<file path="src/rtl/riscv_cache_pkg.sv">
// Shared cache geometry helpers: set count and address field widths
// derived from cache size, line size and associativity.
package riscv_cache_pkg;

   // Number of sets for a cache of cache_size KBytes with block_size-bit lines.
   function automatic int no_of_sets(input int cache_size, input int block_size, input int ways);
      return (cache_size * 1024 * 8) / block_size / ways;
   endfunction

   // Byte-offset bits inside one cache line.
   function automatic int no_of_block_offset_bits(input int block_size);
      return $clog2(block_size / 8);
   endfunction

   // Set-index bits.
   function automatic int no_of_index_bits(input int sets);
      return $clog2(sets);
   endfunction

   // Word-in-line offset bits. A single-word line would need zero bits;
   // a one-bit field (always driven to zero by the owner) keeps the ports legal.
   function automatic int no_of_data_offset_bits(input int block_size, input int xlen);
      int bits;
      bits = no_of_block_offset_bits(block_size) - $clog2(xlen / 8);
      return (bits < 1) ? 1 : bits;
   endfunction

endpackage

</file>
<file path="src/rtl/riscv_cache_wbuf.sv">
// Cache data-memory write buffer.
// Store hits are queued in a small circular FIFO and retired in push order
// whenever the address-setup stage leaves the shared memory port idle. When
// the buffer is full it takes the port anyway and blocks the read. Pending
// indices are compared against the setup-stage lookup to flag read hazards.
//
// Handshake: a store is taken at a rising edge when wreq_i=1 and either
// full_o=0 or mem_we_o=1 (a drain frees a slot in the same edge). Upstream
// must hold off on full_o; wreq_i while full without a drain is illegal.
// An entry retires at the rising edge where mem_we_o=1.
module riscv_cache_wbuf
   import riscv_cache_pkg::*;
#(
   parameter int XLEN       = 32,
   parameter int SIZE       = 64,
   parameter int BLOCK_SIZE = XLEN,
   parameter int WAYS       = 2,
   parameter int DEPTH      = 4,
   localparam int SETS          = no_of_sets(SIZE, BLOCK_SIZE, WAYS),
   localparam int IDX_BITS      = no_of_index_bits(SETS),
   localparam int DAT_OFFS_BITS = no_of_data_offset_bits(BLOCK_SIZE, XLEN),
   localparam int WAY_BITS      = (WAYS > 1) ? $clog2(WAYS) : 1,
   localparam int BE_BITS       = XLEN / 8
) (
   input  logic                     rst_ni,
   input  logic                     clk_i,
   input  logic                     wreq_i,
   input  logic [IDX_BITS-1:0]      widx_i,
   input  logic [WAY_BITS-1:0]      wway_i,
   input  logic [DAT_OFFS_BITS-1:0] woffs_i,
   input  logic [BE_BITS-1:0]       wbe_i,
   input  logic [XLEN-1:0]          wdata_i,
   input  logic                     rreq_i,
   input  logic [IDX_BITS-1:0]      lookup_idx_i,
   output logic                     full_o,
   output logic                     empty_o,
   output logic                     hazard_o,
   output logic                     rd_block_o,
   output logic                     mem_we_o,
   output logic [IDX_BITS-1:0]      mem_idx_o,
   output logic [WAY_BITS-1:0]      mem_way_o,
   output logic [DAT_OFFS_BITS-1:0] mem_offs_o,
   output logic [BE_BITS-1:0]       mem_be_o,
   output logic [XLEN-1:0]          mem_d_o
);

   localparam int PTR_BITS = $clog2(DEPTH);
   localparam int CNT_BITS = PTR_BITS + 1;

   typedef struct packed {
      logic [IDX_BITS-1:0]      idx;
      logic [WAY_BITS-1:0]      way;
      logic [DAT_OFFS_BITS-1:0] offs;
      logic [BE_BITS-1:0]       be;
      logic [XLEN-1:0]          data;
   } entry_t;

   entry_t              entry_q [DEPTH];
   logic [DEPTH-1:0]    valid_q;
   logic [PTR_BITS-1:0] wr_ptr;
   logic [PTR_BITS-1:0] rd_ptr;
   logic [CNT_BITS-1:0] count;
   logic                push;
   logic                pop;
   entry_t              head;

   // Status flags come straight from the count register, so wreq_i never
   // reaches full_o/empty_o combinationally.
   assign full_o  = (count == CNT_BITS'(DEPTH));
   assign empty_o = (count == '0);

   // Retire whenever the port is free, or unconditionally when full.
   assign mem_we_o   = !empty_o && (!rreq_i || full_o);
   assign rd_block_o = full_o && rreq_i && !empty_o;

   assign pop  = mem_we_o;
   assign push = wreq_i && (!full_o || mem_we_o);

   assign head       = entry_q[rd_ptr];
   assign mem_idx_o  = head.idx;
   assign mem_way_o  = head.way;
   assign mem_offs_o = head.offs;
   assign mem_be_o   = head.be;
   assign mem_d_o    = head.data;

   // Pointer, count and valid-bit bookkeeping; a push into the slot being
   // popped (only possible when full) leaves that slot valid.
   always_ff @(posedge clk_i or negedge rst_ni) begin
      if (!rst_ni) begin
         wr_ptr  <= '0;
         rd_ptr  <= '0;
         count   <= '0;
         valid_q <= '0;
      end else begin
         if (pop) begin
            valid_q[rd_ptr] <= 1'b0;
            rd_ptr          <= rd_ptr + PTR_BITS'(1);
         end
         if (push) begin
            valid_q[wr_ptr] <= 1'b1;
            wr_ptr          <= wr_ptr + PTR_BITS'(1);
         end
         case ({push, pop})
            2'b10:   count <= count + CNT_BITS'(1);
            2'b01:   count <= count - CNT_BITS'(1);
            default: count <= count;
         endcase
      end
   end

   // Entry payload storage; not reset, contents only matter once valid.
   always_ff @(posedge clk_i) begin
      if (push) begin
         entry_q[wr_ptr] <= '{idx: widx_i, way: wway_i, offs: woffs_i,
                              be: wbe_i, data: wdata_i};
      end
   end

   // Hazard: any pending entry (including the one draining now) whose set
   // index matches the lookup. Way is ignored because a read fetches all ways.
   always_comb begin
      hazard_o = 1'b0;
      for (int i = 0; i < DEPTH; i++) begin
         if (valid_q[i] && (entry_q[i].idx == lookup_idx_i)) begin
            hazard_o = 1'b1;
         end
      end
   end

   // Upstream must stall on full_o unless a drain happens in the same cycle.
   a_no_overflow: assert property (@(posedge clk_i) disable iff (!rst_ni)
      !(wreq_i && full_o && !mem_we_o));

endmodule

</file>
<file path="config.mk">
export PLATFORM = sky130hd
export DESIGN_NAME = riscv_cache_wbuf
export DESIGN_NICKNAME = d
export VERILOG_FILES = /design/src/rtl/riscv_cache_pkg.sv /design/src/rtl/riscv_cache_wbuf.sv
export SDC_FILE = /design/constraint.sdc
export NUM_CORES = 1
export LEC_CHECK = 0
export CORE_UTILIZATION = 45
export DETAILED_ROUTE_END_ITERATION = 16
export PLACE_DENSITY = 0.75
export SYNTH_ARGS = -nofsm -noshare
export SYNTH_HDL_FRONTEND = slang
export SYNTH_SLANG_ARGS = --single-unit
export TNS_END_PERCENT = 100
</file>
<file path="constraint.sdc">
create_clock -name clk_i -period 2.55 [get_ports clk_i]
set_input_delay 0.6375 -clock clk_i [delete_from_list [all_inputs] [get_ports clk_i]]
set_output_delay 0.6375 -clock clk_i [all_outputs]
set_load 0.02 [all_outputs]
</file>
* After elaboration in Yosys (flattened, before gate mapping)
Memory sizes are Yosys's and may differ from the RTL's.
Cells that the tools add are included.
** Storage, ports and cells
- Flip-flop bits (word level) :: 11
- Bits in writable memories :: 204
- Output and inout bits :: 56
- Memories kept :: 1
** Operators by class
- Add/subtract/negate cells :: 4
- $lt $le $gt $ge :: 4
- Equal/unequal tests :: 7
- Mux-type cells :: 13
- Bitwise logic cells :: 3
- Reduce and logical (&&, ||, !) cells :: 17
** Memory list
- entry_q :: words 4, bits a word 51, rd ports 5, clocked after memory_dff 0, write ports 1, line riscv_cache_wbuf.sv:58 : entry_t entry_q [DEPTH];
** Operators with widths (number)
- $eq 13x13->1 :: 4
- $logic_and 1x1->1 :: 10
- $mux 1 :: 8
- $mux 4 :: 2
- $lt 2x3->1 const B :: 2
- $pmux 3 s2 :: 1
- $add 2x1->2 const B :: 2
- $and 4x4->4 :: 1
- $demux 1 s2 :: 2
- $ge 2x1->1 const B :: 2
- $not 4->4 :: 1
- $or 4x4->4 :: 1
- $add 3x1->3 const B :: 1
- $eq 3x3->1 const B :: 1
- $logic_not 1->1 :: 3
- $logic_not 3->1 :: 1
- $sub 3x1->3 const B :: 1
- $eq 2x1->1 const B :: 1
- $eq 2x2->1 const B :: 1
- $logic_or 1x1->1 :: 2
- $reduce_bool 2->1 :: 1

* Logic depth before layout (Yosys ltp)
- Word-level depth :: 9
- Depth in mapped cells :: 8
- Mapped depth without buffers :: 8

* Least setup slack after synthesis
OpenSTA, ideal clock, no wires.
- Path kind :: input to register
- Start point :: input wreq_i
- End point :: memory entry_q[0][0] (netlist bit) (enable)
- Library setup time :: 415 ps
- Arrival time :: 1871 ps
- Path slack :: 264 ps
- Stages on the path :: 1
- Buffers on the path :: 0
- Cell sequence :: and2_1
** On the way
- Longest elaborated chain between the ends :: 3
** RTL lines
- from (decl) :: line riscv_cache_wbuf.sv:27 : input logic wreq_i,
- $logic_and 1x1->1 :: line riscv_cache_wbuf.sv:77 : assign push = wreq_i && (!full_o || mem_we_o);
- $mux 1 :: line riscv_cache_wbuf.sv:113 : if (push) begin
- $mux 1 (not written as such) :: line riscv_cache_wbuf.sv:114 : entry_q[wr_ptr] <= '{idx: widx_i, way: wway_i, offs: woffs_i,
- to (decl) :: line riscv_cache_wbuf.sv:58
Every way passes these cells.

* Worst setup path in the final report
- Start point :: input lookup_idx_i[12]
- End point :: output hazard_o
** On the way
- Longest elaborated chain between the ends :: 6
- Elaborated cells between the ends (all ways) :: 12
- Classes of those cells :: eq/ne (4); mux (4); reduce/logical (4)
** RTL lines
- from (decl) :: line riscv_cache_wbuf.sv:34 : input logic [IDX_BITS-1:0] lookup_idx_i,
- $eq 13x13->1 :: line riscv_cache_wbuf.sv:124 : if (valid_q[i] && (entry_q[i].idx == lookup_idx_i)) begin
- $logic_and 1x1->1 :: line riscv_cache_wbuf.sv:124
- $mux 1 (3 in series) :: line riscv_cache_wbuf.sv:124
- $mux 1 * :: line riscv_cache_wbuf.sv:124
- to (decl) :: line riscv_cache_wbuf.sv:37 : output logic hazard_o,
Every way passes the cells marked *; elsewhere a longest branch is shown, timed or not.

==> impl_metrics.toml <==
[final_layout]
fillers = 1340
nNetsFinal = 639
drive_gt1_frac = 0.3038
regArea_um2 = 6406
multi_input_area_um2 = 2048
syn_to_final_growth_pct = 30.88
finalInstanceArea_um2 = 11310
final_cells = 811

[detailed_routing]
wirelength_mm = 17.87
vias_per_cell = 5.337
postRouteAntennaNets = 0
vias = 4328
firstDrtPassIters = 4
dr.first_iter.drc_count = 217
drc_errors = 0
avgRoutedWirePerCell_um = 22.04

[floorplan]
fp.dieW_um = 140.6
start_util = 0.4605
dieArea_um2 = 19770
fp.coreArea_um2 = 18770
ioPinCount = 124
dieHeight_um = 140.6
row_count = 50

[worst_hold_path]
hp-class = "reg2reg"

[global_route]
grt_pass1_vias = 4751
grt_pass1_wl_mm = 27.16
overflow = 0
antenna_found_initial = 1
grt_usage = 0.1846
grt_start_max_net_pins = 33

[timing]
fmax_ghz = 0.3770
grt_setup_unrepaired = "true"
finClkSkew_ps = 7.885
finalCriticalPeriod_ps = 2652
setup_viol = 24
slew_headroom = 0.6039
max_slew.worst_pin.slew_ps = 592.4
setup_ws_ps = -102.3
timing.final.crit_share = 1.040
final-max-slew-violation-count = 0
hold_ws_ps = 488.3
hold_viol = 0

[logic_synthesis]
syn_area_per_cell_um2 = 21.08
synth_area_um2 = 8643
ys_types = 25
synthesis.nets = 488
yosysWarnings = 0
ys_seq_elements = 215
synth_top_area_frac = 0.7087
synthesis.instances = 410
ys_seq_area_frac = 0.7406
synth_area_leaders = "edfxtp_1 (71%), mux4_2 (13%), xnor2_1 (5.5%)"
synth_top_area_cell = "edfxtp_1"

[clock_network]
clock_sinks = 215
holdBufCountCts = 0
cts_inserted_buffers = 22
cts_max_path_buffers = 3
clock_latency_ps = 490
clockRootBuffer = "clkbuf_16"
cts_max_level = 1
cts_tree = "yes"
path_clk_slew_ps = 60

[setup_path]
crit_chain = "dlygate4sd2_1 -> xnor2_1 -> nand4_1 -> nor4_1 -> or4_1 -> buf_2"
end_kind = "output pin"
startpoint_type = "input pin"
cp_slowest_stage_delay_ps = 540
crit_arrival_ps = 2010
crit_type = "in2out"
critPathSlowestCell = "or4_1"
cp_max_fo = 4
crit_required_ps = 1910

[place]
dp.cells = 758
gp_congestion = 0.8429
port_buffers = 123
place_area_um2 = 10250
dp_hpwl_mm = 11.19

[flow_run]
cap_violations = 0

[pwr]
ir_worst_vdd_v = 0.0007623
cellPowerDensity_nw_per_um2 = 1212
leakagePower_nw = 3.916

[status]
status = "finished, violations left"
violations = "setup timing"
## layout make-up
cell class,instances,share of cell area
well taps,234,0.02588
multi-input cells,162,0.1811
clock buffers,26,0.05187
flip-flops and latches,215,0.5663
clock inverters,13,0.01626
diodes,1,0.0002212
inverters,8,0.002655
repair buffers,152,0.1557
## cells in the final DEF (no fill, tap or decap), types with 5 or more instances in the layout
cell,synthesis,final
dfrtp_1,11,9
buf_4,15,7
bufinv_16,0,5
buf_6,3,51
xnor2_1,54,53
nand2_1,10,10
dlygate4sd2_1,0,10
inv_1,8,8
mux4_2,51,51
clkdlybuf4s50_1,0,55
nand4_1,12,12
clkinv_1,0,5
clkbuf_16,0,27
edfxtp_1,204,204
buf_12,0,13
ha_1,9,9
## per-layer routing
metal | share of wire | up-vias | track usage
met5 | 0 | - | 0
met4 | 0.022 | 0 | 0.05606
met1 | 0.41 | 2220 | 0.2375
met3 | 0.081 | 31 | 0.05061
li1 | - | 1935 | -
met2 | 0.49 | 142 | 0.3082
## worst max-delay path, delay by kind of cell
| kind | cells | cell delay [ps] |
|---|---|---|
| and+or+nand+nor | 3 | 710 |
| buffers and inverters | 2 | 480 |
| xor gates and xnor gates | 1 | 180 |
## where the power goes
part / internal, mW / switching [mW]
clock: 2.14 / 1.26
combinational: 2.79 / 2.59
sequential: 4.65 / 0.270
total: 9.58 / 4.12
## worst paths after layout
check	start	end	slack, ps	depth (start not counted)
setup / recovery	lookup_idx_i[12]	hazard_o	-100	6
hold / removal	valid_q[2]	valid_q[2]	490	1
setup reg to reg	count[0]	count[2]	540	9
hold reg to reg	valid_q[2]	valid_q[2]	490	1
max in group asynchronous	rst_ni	rd_ptr[0]	1590	1
min in group asynchronous	rst_ni	count[2]	520	1
## stage by stage
stage	power [mW]	setup WS (ps)	utilization	TNS, ps
floorplan	7.675	264.2	-	0
global placement	9.674	-733.1	0.5459	-733.1
global route	14.31	-136.6	0.6026	-3378
CTS	13.10	-100.1	0.5830	-2673
finish	13.71	-102.3	0.6027	-698.6
detailed placement	9.744	-746.3	0.5459	-804.3
## Yosys cell counts
cell        n
a21o_1      4
and2_1      5
and3_1      1
buf_2       3
buf_4      15
buf_6       3
clkbuf_1    4
dfrtp_1    11
edfxtp_1  204
fa_1        1
ha_1        9
inv_1       8
mux2i_1     1
mux4_2     51
nand2_1    10
nand4_1    12
nor2_1      1
nor2_2      1
nor3_1      1
nor4_1      4
o21a_1      1
o21ai_0     2
or4_1       1
xnor2_1    54
xor2_1      3
## sequential cells by signal, summed over array words and instances, names as in the netlist
register,cells
entry_q,204
rd_ptr,2
count,3
valid_q,4
wr_ptr,2
## repair_timing
item	4_1_cts	5_1_grt
endpoints found under the setup margin	53	53
cloned	2	4
buffers inserted	3	4
resized for setup	256	90
## cell families after synthesis
group,count (synthesis),share of synthesized area
AOI/OAI and AO/OA,7,0.005501
muxes,52,0.1340
xor gates and xnor gates,57,0.05776
and+or+nand+nor,36,0.02287
buffers and inverters,33,0.02388
DFF,215,0.7406
adders and majority gates,10,0.01534
(Power assumes the default switching activity.)
